File: src/rtl/cpu_uop_pkg.sv
// Shared micro-op definitions for decode_unit, uop_issue_queue and execute.
// Provides the 20-bit uop layout, field positions and a FLAGS helper.
package cpu_uop_pkg;

  localparam int unsigned UOP_W          = 20;
  localparam int unsigned UOP_ALU_LSB    = 16;
  localparam int unsigned UOP_MASK_BIT   = 15;
  localparam int unsigned UOP_LD_BIT     = 14;
  localparam int unsigned UOP_WR_BIT     = 13;
  localparam int unsigned UOP_FLAGS_BIT  = 12;
  localparam int unsigned UOP_DEST_LSB   = 8;
  localparam int unsigned UOP_ALUMUX_LSB = 6;
  localparam int unsigned UOP_B_LSB      = 3;
  localparam int unsigned UOP_A_LSB      = 0;

  // Field order matches the bit map, MSB first.
  typedef struct packed {
    logic [3:0] alu;
    logic       mask;
    logic       ld;
    logic       wr;
    logic       flags;
    logic [3:0] dest;
    logic [1:0] alu_mux;
    logic [2:0] b;
    logic [2:0] a;
  } uop_t;

  function automatic logic uop_sets_flags(input uop_t u);
    return u.flags;
  endfunction

endpackage

File: src/rtl/uop_issue_queue_if.sv
// Decoder feed and execute issue handshakes of the uop issue queue.
//   master : queue side (drives feed_req, issue_valid, issue_uop)
//   slave  : decoder/execute side
interface uop_issue_queue_if;
  import cpu_uop_pkg::*;

  logic       feed_req;
  logic       feed_ack;
  uop_t       uop_0;
  uop_t       uop_1;
  uop_t       uop_2;
  logic [1:0] uop_count;
  logic       issue_valid;
  logic       issue_ready;
  uop_t       issue_uop;

  modport master (
    output feed_req, issue_valid, issue_uop,
    input  feed_ack, uop_0, uop_1, uop_2, uop_count, issue_ready
  );

  modport slave (
    input  feed_req, issue_valid, issue_uop,
    output feed_ack, uop_0, uop_1, uop_2, uop_count, issue_ready
  );
endinterface

File: src/rtl/uop_fifo_mem.sv
// DEPTH x uop storage: up to 3 writes at consecutive (wrapping) addresses
// per cycle, one asynchronous read port.
//   clk, rst   : clock, synchronous active-high reset (clears all entries)
//   wr_en      : write the first wr_count uops of wr_uop starting at wr_ptr
//   rd_ptr     : read address, rd_uop is mem[rd_ptr]
module uop_fifo_mem
  import cpu_uop_pkg::*;
#(
  parameter int unsigned DEPTH = 8,
  localparam int unsigned PTR_W = $clog2(DEPTH)
) (
  input  logic             clk,
  input  logic             rst,
  input  logic             wr_en,
  input  logic [PTR_W-1:0] wr_ptr,
  input  logic [1:0]       wr_count,
  input  uop_t             wr_uop [3],
  input  logic [PTR_W-1:0] rd_ptr,
  output uop_t             rd_uop
);

  uop_t mem [DEPTH];

  always_ff @(posedge clk) begin
    if (rst) begin
      for (int i = 0; i < DEPTH; i++) mem[i] <= '0;
    end else if (wr_en) begin
      for (int i = 0; i < 3; i++) begin
        if (2'(i) < wr_count) mem[wr_ptr + PTR_W'(i)] <= wr_uop[i];
      end
    end
  end

  assign rd_uop = mem[rd_ptr];

endmodule

File: src/rtl/uop_issue_queue.sv
// Issue queue between decode_unit and execute: accepts 0-3 uop bundles,
// issues one uop per cycle and tracks queued/in-flight FLAGS writers.
//   clk, a_rst  : clock, synchronous active-high reset
//   bus         : feed handshake (feed_req/feed_ack/uop_0..2/uop_count)
//                 and issue handshake (issue_valid/issue_ready/issue_uop)
//   flag_commit : one in-flight FLAGS uop has written SF
//   flush       : discard queued uops; in-flight FLAGS uops still commit
//   sf_written  : nothing queued or in flight will write SF
//   occupancy   : current entry count
module uop_issue_queue
  import cpu_uop_pkg::*;
#(
  parameter int unsigned DEPTH        = 8,
  parameter int unsigned MAX_INFLIGHT = 4
) (
  input  logic                   clk,
  input  logic                   a_rst,
  uop_issue_queue_if.master      bus,
  input  logic                   flag_commit,
  input  logic                   flush,
  output logic                   sf_written,
  output logic [$clog2(DEPTH):0] occupancy
);

  localparam int unsigned PTR_W = $clog2(DEPTH);
  localparam int unsigned OCC_W = PTR_W + 1;
  localparam int unsigned IF_W  = 3;

  logic [PTR_W-1:0] head;
  logic [PTR_W-1:0] tail;
  logic [OCC_W-1:0] queued_flags;
  logic [IF_W-1:0]  inflight_flags;

  uop_t       wr_uop [3];
  uop_t       head_uop;
  logic       head_flags;
  logic       push;
  logic       pop;
  logic       pop_flags;
  logic       commit_ok;
  logic [1:0] push_n;
  logic [1:0] push_flags;

  assign wr_uop[0] = bus.uop_0;
  assign wr_uop[1] = bus.uop_1;
  assign wr_uop[2] = bus.uop_2;

  uop_fifo_mem #(.DEPTH(DEPTH)) u_mem (
    .clk      (clk),
    .rst      (a_rst),
    .wr_en    (push),
    .wr_ptr   (tail),
    .wr_count (bus.uop_count),
    .wr_uop   (wr_uop),
    .rd_ptr   (head),
    .rd_uop   (head_uop)
  );

  // Handshake outputs are derived from registered state plus flush only.
  always_comb begin
    head_flags      = uop_sets_flags(head_uop);
    bus.issue_uop   = head_uop;
    // Room for a full 3-uop bundle is required before asking for one.
    bus.feed_req    = !flush && (occupancy <= OCC_W'(DEPTH - 3));
    bus.issue_valid = (occupancy != '0) && !flush &&
                      !(head_flags && (inflight_flags == IF_W'(MAX_INFLIGHT)));
    push            = bus.feed_req && bus.feed_ack;
    push_n          = push ? bus.uop_count : 2'd0;
    pop             = bus.issue_valid && bus.issue_ready;
    pop_flags       = pop && head_flags;
    commit_ok       = flag_commit && (inflight_flags != '0);
    sf_written      = (queued_flags == '0) && (inflight_flags == '0);
    push_flags      = 2'd0;
    for (int i = 0; i < 3; i++) begin
      if (2'(i) < push_n && uop_sets_flags(wr_uop[i])) push_flags = push_flags + 2'd1;
    end
  end

  // Pointer, occupancy and FLAGS accounting.
  always_ff @(posedge clk) begin
    if (a_rst) begin
      head           <= '0;
      tail           <= '0;
      occupancy      <= '0;
      queued_flags   <= '0;
      inflight_flags <= '0;
    end else begin
      if (flush) begin
        head         <= '0;
        tail         <= '0;
        occupancy    <= '0;
        queued_flags <= '0;
      end else begin
        head         <= head + PTR_W'(pop);
        tail         <= tail + PTR_W'(push_n);
        occupancy    <= occupancy + OCC_W'(push_n) - OCC_W'(pop);
        queued_flags <= queued_flags + OCC_W'(push_flags) - OCC_W'(pop_flags);
      end
      // pop is forced low during flush, so only commits move this then.
      inflight_flags <= inflight_flags + IF_W'(pop_flags) - IF_W'(commit_ok);
    end
  end

  a_no_spurious_commit : assert property (@(posedge clk) disable iff (a_rst)
    !(flag_commit && (inflight_flags == '0)))
    else $error("flag_commit with no FLAGS uop in flight");

endmodule

File: src/flat_wrapper.sv
// flat-port wrapper written by rule: the top's interface ports become plain ports
module uop_issue_queue_flat import cpu_uop_pkg::*;
#(
  parameter int unsigned DEPTH        = 8,
  parameter int unsigned MAX_INFLIGHT = 4
)
  (clk, a_rst, flag_commit, flush, sf_written, occupancy, bus_feed_req, bus_issue_valid, bus_issue_uop, bus_feed_ack, bus_uop_0, bus_uop_1, bus_uop_2, bus_uop_count, bus_issue_ready);
  uop_issue_queue_if bus_i ();
  input  logic clk;
  input  logic a_rst;
  input  logic flag_commit;
  input  logic flush;
  output logic sf_written;
  output logic [$clog2(DEPTH):0] occupancy;
  output wire logic [$bits(bus_i.feed_req)-1:0] bus_feed_req;
  output wire logic [$bits(bus_i.issue_valid)-1:0] bus_issue_valid;
  output wire logic [$bits(bus_i.issue_uop)-1:0] bus_issue_uop;
  input wire logic [$bits(bus_i.feed_ack)-1:0] bus_feed_ack;
  input wire logic [$bits(bus_i.uop_0)-1:0] bus_uop_0;
  input wire logic [$bits(bus_i.uop_1)-1:0] bus_uop_1;
  input wire logic [$bits(bus_i.uop_2)-1:0] bus_uop_2;
  input wire logic [$bits(bus_i.uop_count)-1:0] bus_uop_count;
  input wire logic [$bits(bus_i.issue_ready)-1:0] bus_issue_ready;
  assign bus_feed_req = bus_i.feed_req;
  assign bus_issue_valid = bus_i.issue_valid;
  assign bus_issue_uop = bus_i.issue_uop;
  assign bus_i.feed_ack = bus_feed_ack;
  assign bus_i.uop_0 = bus_uop_0;
  assign bus_i.uop_1 = bus_uop_1;
  assign bus_i.uop_2 = bus_uop_2;
  assign bus_i.uop_count = bus_uop_count;
  assign bus_i.issue_ready = bus_issue_ready;
  uop_issue_queue #(.DEPTH(DEPTH), .MAX_INFLIGHT(MAX_INFLIGHT)) u_core (.clk(clk), .a_rst(a_rst), .bus(bus_i), .flag_commit(flag_commit), .flush(flush), .sf_written(sf_written), .occupancy(occupancy));
endmodule
File: config.mk
export PLATFORM = sky130hd
export DESIGN_NAME = uop_issue_queue_flat
export DESIGN_NICKNAME = d
export VERILOG_FILES = /design/src/rtl/cpu_uop_pkg.sv /design/src/rtl/uop_issue_queue_if.sv /design/src/rtl/uop_fifo_mem.sv /design/src/rtl/uop_issue_queue.sv /design/src/flat_wrapper.sv
export SDC_FILE = /design/constraint.sdc
export NUM_CORES = 1
export LEC_CHECK = 0
export ABC_AREA = 1
export CORE_ASPECT_RATIO = 1.75
export CORE_UTILIZATION = 47
export DETAILED_ROUTE_END_ITERATION = 8
export GPL_TIMING_DRIVEN = 0
export HOLD_SLACK_MARGIN = 0.15
export PLACE_DENSITY_LB_ADDON = 0.25
export SYNTH_ARGS = -nofsm -noshare
export SYNTH_HDL_FRONTEND = slang
export SYNTH_SLANG_ARGS = --single-unit
File: constraint.sdc
create_clock -name clk -period 3.09 [get_ports clk]
set_clock_uncertainty 0.15 [all_clocks]
set_input_delay 0.4635 -clock clk [delete_from_list [all_inputs] [get_ports clk]]
set_output_delay 0.4635 -clock clk [all_outputs]
set_load 0.005 [all_outputs]
# [After elaboration in Yosys (flattened, before gate mapping)]
# Memories as Yosys holds them, arrays and structs flattened. A register that Yosys moved wholly into a read port is not among the register bits.
# Cells that the tools add are included.
[classes] n_addsub=12 order_cmp=7 n_eq_ne=1 mux=28 reduce_logical=22
[ops] op="$mux W20" count=3
[ops] op="$reduce_or A20 Y1" count=3
[ops] op="$mux W1" count=18
[ops] op="$logic_and A1 B1 Y1" count=12
[ops] op="$mux W3" count=4
[ops] op="$add A4 B2 Y4" count=2
[ops] op="$lt A1 B2 Y1 const A" count=4
[ops] op="$sub A4 B1 Y4" count=2
[ops] op="$add A3 B1 Y3" count=2
[ops] op="$mux W2" count=3
[ops] op="$le A4 B3 Y1 const B" count=1
[ops] op="$logic_not A4 Y1" count=1
[ops] op="$lt A2 B2 Y1 const A" count=2
[ops] op="$reduce_bool A4 Y1" count=1
[ops] op="$add A3 B1 Y3 const B" count=1
[ops] op="$add A3 B2 Y3" count=1
[ops] op="$add A3 B2 Y3 const B" count=1
[ops] op="$eq A3 B3 Y1 const B" count=1
[ops] op="$logic_not A3 Y1" count=1
[ops] op="$reduce_bool A3 Y1" count=1
[ops] op="$sub A3 B1 Y3" count=1
[ops] op="$add A1 B1 Y2 const B" count=1
[ops] op="$add A2 B1 Y2 const B" count=1
[ops] op="$logic_not A1 Y1" count=2
[ops] op="$reduce_or A2 Y1" count=1
[word_totals] reg_bits=17 ram_bits=160 input_bits=68 output_inout_bits=27 wordCells=76 memories=1
[mem_list] name="u_core.u_mem.mem" words=8 word_bits=20 read_ports=1 rd_clocked_by_memory_dff=1 wr=8 line_no="uop_fifo_mem.sv:22" text="uop_t mem [DEPTH];"

# [Logic depth before layout (Yosys ltp)]
[depth] word_depth=13 mapped_depth=18 depth_no_buf=18

# [Hierarchy]
# From an unflattened synthesis, not the netlist that was laid out.
[hier_totals] hier_cells=1677 hier_area_um2=11989.0
[modules_own_cells] mod="uop_fifo_mem" instances=1 cells_each=1522 area_each_um2=10806.6 seq_area_each_um2=4804.6
[modules_own_cells] mod="uop_issue_queue" instances=1 cells_each=155 area_each_um2=1182.4 seq_area_each_um2=340.3

# [Worst setup path after synthesis]
# OpenSTA, ideal clock, no wires.
[synth_timing] path_kind="reg2reg" startpoint="register u_core.occupancy[3]" endpoint="register u_core.queued_flags[3]" arrival_time_ns=2.661 required_ns=2.818 setup_slack_ns=0.158 path_stages_with_launch=18 path_buffers=0 path_cell_list="dfxtp_1 -> inv_1 -> ha_1 -> a21oi_2 -> nand3_2 -> a21oi_2 -> nand2_1 -> ha_1 -> nor2_1 -> a21oi_1 -> ha_1 -> inv_1 -> ha_1 -> nand2_1 -> nor2_1 -> a211oi_1 -> nand2_1 -> nor3b_1"
[synth_via] elab_chain_len=13 word_cells_on_any_way=22
[synth_lines] element="start, declared" line_no="uop_issue_queue.sv:22" text="output logic [$clog2(DEPTH):0] occupancy"
[synth_lines] element="start signal, assigned" line_no="uop_issue_queue.sv:96" text="occupancy <= occupancy + OCC_W'(push_n) - OCC_W'(pop);"
[synth_lines] element="$le A4 B3 Y1" line_no="uop_issue_queue.sv:64" text="bus.feed_req = !flush && (occupancy <= OCC_W'(DEPTH - 3));"
[synth_lines] element="$logic_and A1 B1 Y1" line_no="uop_issue_queue.sv:64"
[synth_lines] element="$logic_and A1 B1 Y1" line_no="uop_issue_queue.sv:67" text="push = bus.feed_req && bus.feed_ack;"
[synth_lines] element="$mux W2" line_no="uop_issue_queue.sv:68" text="push_n = push ? bus.uop_count : 2'd0;"
[synth_lines] element="$lt A1 B2 Y1" line_no="uop_issue_queue.sv:75" text="if (2'(i) < push_n && uop_sets_flags(wr_uop[i])) push_flags = push_flags + 2'd1;"
[synth_lines] element="$logic_and A1 B1 Y1" line_no="uop_issue_queue.sv:75"
[synth_lines] element="$mux W1" line_no="uop_issue_queue.sv:75"
[synth_lines] element="$add A1 B1 Y2" line_no="uop_issue_queue.sv:75"
[synth_lines] element="$mux W2" line_no="uop_issue_queue.sv:75"
[synth_lines] element="$add A2 B1 Y2" line_no="uop_issue_queue.sv:75"
[synth_lines] element="$mux W2" line_no="uop_issue_queue.sv:75"
[synth_lines] element="$add A4 B2 Y4" line_no="uop_issue_queue.sv:97" text="queued_flags <= queued_flags + OCC_W'(push_flags) - OCC_W'(pop_flags);"
[synth_lines] element="$sub A4 B1 Y4 *" line_no="uop_issue_queue.sv:97"
[synth_lines] element="end signal, assigned" line_no="uop_issue_queue.sv:97"
[synth_lines] element="end, declared" line_no="uop_issue_queue.sv:31" text="logic [OCC_W-1:0] queued_flags;"
# Every way passes the cells marked *; elsewhere a longest branch is shown, timed or not.
# A chain may end at the register's enable or synchronous reset.

==> results.cfg <==
[critical_path]
cp_max_fo = 10
path_cells = buf_8 -> inv_6 -> buf_8 -> nor2_1 -> o32ai_4 -> nand2_1 -> nand2_1 -> clkdlybuf4s50_1
end_kind = output port
cp_slowest_cell = clkdlybuf4s50_1
required_ns = 2.48
slowest_delay_ns = 0.51
worst-setup-path-type = reg2out
r2r_slack_ns = 0.09
reg2reg_depth = 18
arrival_ns = 2.49
worst_setup_path_start_kind = flop

[floorplan]
io_pins = 95
die_h_um = 210
core_sq_mm = 0.0241
initial_core_util_pct = 48.3
num_rows = 75
die_w_um = 121
die_area_sq_mm = 0.0254

[global_routing]
track_usage_pct = 44.5
overflow = 0
grt_pass1_wl_mm = 78.9
antenna_found_initial = 1
grt_pass1_vias = 12200
grt_max_degree = 17

[run_status]
violations = setup timing
outcome = finished with violations

[drt]
wirelength_mm = 54.9
wl_met1_mm = 17.1
drtPass1Iterations = 7
wire_per_inst_um = 28.2
routed-wl-met3_mm = 6.74
drtIter0Drc = 2231
vias_per_cell = 6.57
vias = 12800
route.met2.wl_mm = 24.4
highest_layer = met4
drc = 0
antenna_left = 0

[power_and_ir_drop]
p_total_uw = 6180
power.leakage_uw = 0.00588
powerDensity_mw_per_mm2 = 435
ir_drop_mv = 0.270

[sta]
hold_violations = 0
setup_viol = 1
maxSlewViolCount = 0
period_needed_ns = 3.10
post-route-period-util_pct = 100
slew_headroom_pct = 35.9
tightest_slew_ns = 0.961
timing.fmax_mhz = 323
fin_ws_ns = -0.00931
setup_tns_ns = -0.00931
rsz0062_at_grt = yes

[synthesis]
avgSynthCellArea_sq_um = 7.71
ys_types = 39
ys_seq_area_share_pct = 44.2
synth_nets = 1603
yosys_warnings = 0
synth-edff-count = 160
synth-async-reset-ratio_pct = 0
yosys-top-cells-area = edfxtp_1 (41%), nor2_1 (12%), nand2_1 (9.5%)
synth_ff_type = edfxtp_1
syn_inst = 1510
synth_top_area_share_pct = 41.3
netlist_area_sq_mm = 0.0116
synth_seq_cells = 177
synth_top_area_cell = edfxtp_1

[cts]
cts_hold_buffers = 0
cts_buffers = 17
clock_latency_ns = 0.47
cts.sinks = 177
cts_tree = built
root_buffer = clkbuf_16
htree_levels = 4
clkTransAtPathRegs_ns = 0.07
max-clock-path-buffers = 2

[job]
drv_cap = 0

[layout]
nets = 1715
drive_above_1_share_pct = 14.8
fillers = 2125
area_growth_pct = 22.2

[placement]
numPortBuffers = 53
gp_congestion = 0.995
hpwl_mm = 36.7

[min_path]
hp-class = in2reg
worstHoldPathCells = 3
==> registers in the layout, indices dropped and copies added, names as in the netlist <==
name / cells
u_core.head: 3
u_core.inflight_flags: 3
u_core.occupancy: 4
u_core.queued_flags: 4
u_core.tail: 3
u_core.u_mem.mem: 160
==> metrics by stage <==
stage | std cells | setup WS [ns] | utilization (%) | hold WS (ns) | cell area, sq um
4_1_cts | 1940 | 0.000342 | 58.0 | 0.315 | 14000
6_report | 1944 | -0.00931 | 59.0 | 0.332 | 14200
2_1_floorplan | 1510 | 0.158 | - | 0.301 | 11600
3_3_place_gp | 1871 | -1.57 | 52.1 | 0.317 | 12600
3_5_place_dp | 1876 | -1.44 | 52.5 | 0.341 | 12700
5_1_grt | 1944 | -0.0510 | 59.0 | 0.330 | 14200
==> kinds of logic after synthesis <==
kind of cell | share of synthesized area, %
AND/OR/NAND/NOR | 33.0
adder cells (fa/ha/maj) | 2.95
buffers and inverters | 7.71
AO/OA/AOI/OAI | 11.8
flip-flops | 44.2
XOR/XNOR | 0.301
==> repair_timing <==
action | 4_1_cts | 5_1_grt
buffers inserted | 28 | 3
resized for setup | 103 | 61
cloned | 4 | 0
endpoints found under the setup margin | 185 | 88
pin swaps | 21 | 17
hold endpoints to repair | 0 | 0
==> cell usage after synthesis (7+ instances only) <==
master,number
nand4_1,10
nand3_2,7
o21ai_0,45
nand3_1,182
ha_1,21
buf_1,9
dfxtp_1,17
inv_1,58
nand2_1,296
o32ai_1,38
buf_4,14
edfxtp_1,160
nor2_1,382
o211ai_1,100
inv_2,10
clkbuf_2,17
buf_2,26
clkbuf_1,71
==> path summary, 6_finish.rpt <==
kind                            startpoint                  endpoint
setup / recovery            u_core.head[0]          bus_issue_uop[4]
hold / removal               bus_uop_1[10]   u_core.u_mem.mem[3][10]
hold reg to reg   u_core.inflight_flags[2]  u_core.inflight_flags[2]
setup reg to reg       u_core.occupancy[3]    u_core.queued_flags[3]
==> critical path, delay by kind of cell (launching register included) <==
family | cells | cell delay [ns]
buffers and inverters | 4 | 0.91
AOI/OAI and AO/OA | 1 | 0.42
DFF | 1 | 0.37
and+or+nand+nor | 3 | 0.30
==> layer usage <==
| metal | vias up | track usage [%] |
|---|---|---|
| met5 | - | 0 |
| met4 | 0 | 43.4 |
| met3 | 352 | 13.4 |
| met2 | 1208 | 67.6 |
| met1 | 5837 | 48.6 |
| li1 | 5381 | - |
==> final cells by class <==
type	instances	area, sq um	share of cell area, %
clock inverter	6	32.5	0.229
buffer	138	861	6.05
multi-input combinational	1128	6020	42.3
sequential	177	5150	36.2
antenna	1	2.50	0.0176
timing repair buffer	90	913	6.42
tap	308	385	2.71
clock buffer	26	584	4.11
inverter	70	270	1.90
==> layout by cell type, fill, tap and decap left out, drive strengths merged, types with 6 or more instances in the layout <==
cell             n
nor2           389
nand2          296
nand3          191
edfxtp         160
clkbuf         104
o211ai         100
buf             97
inv             72
clkdlybuf4s50   50
o21ai           45
o32ai           38
ha              21
dfxtp           17
nand4           13
nor3             9
a21oi            6
==> report_power, final <==
part / internal [uW] / switching, uW / total [uW]
clock: 1300 / 992 / 2300
sequential: 2730 / 66.7 / 2790
combinational: 403 / 690 / 1090
total: 4430 / 1750 / 6180
No activity file was read; power rests on OpenSTA's default activity.
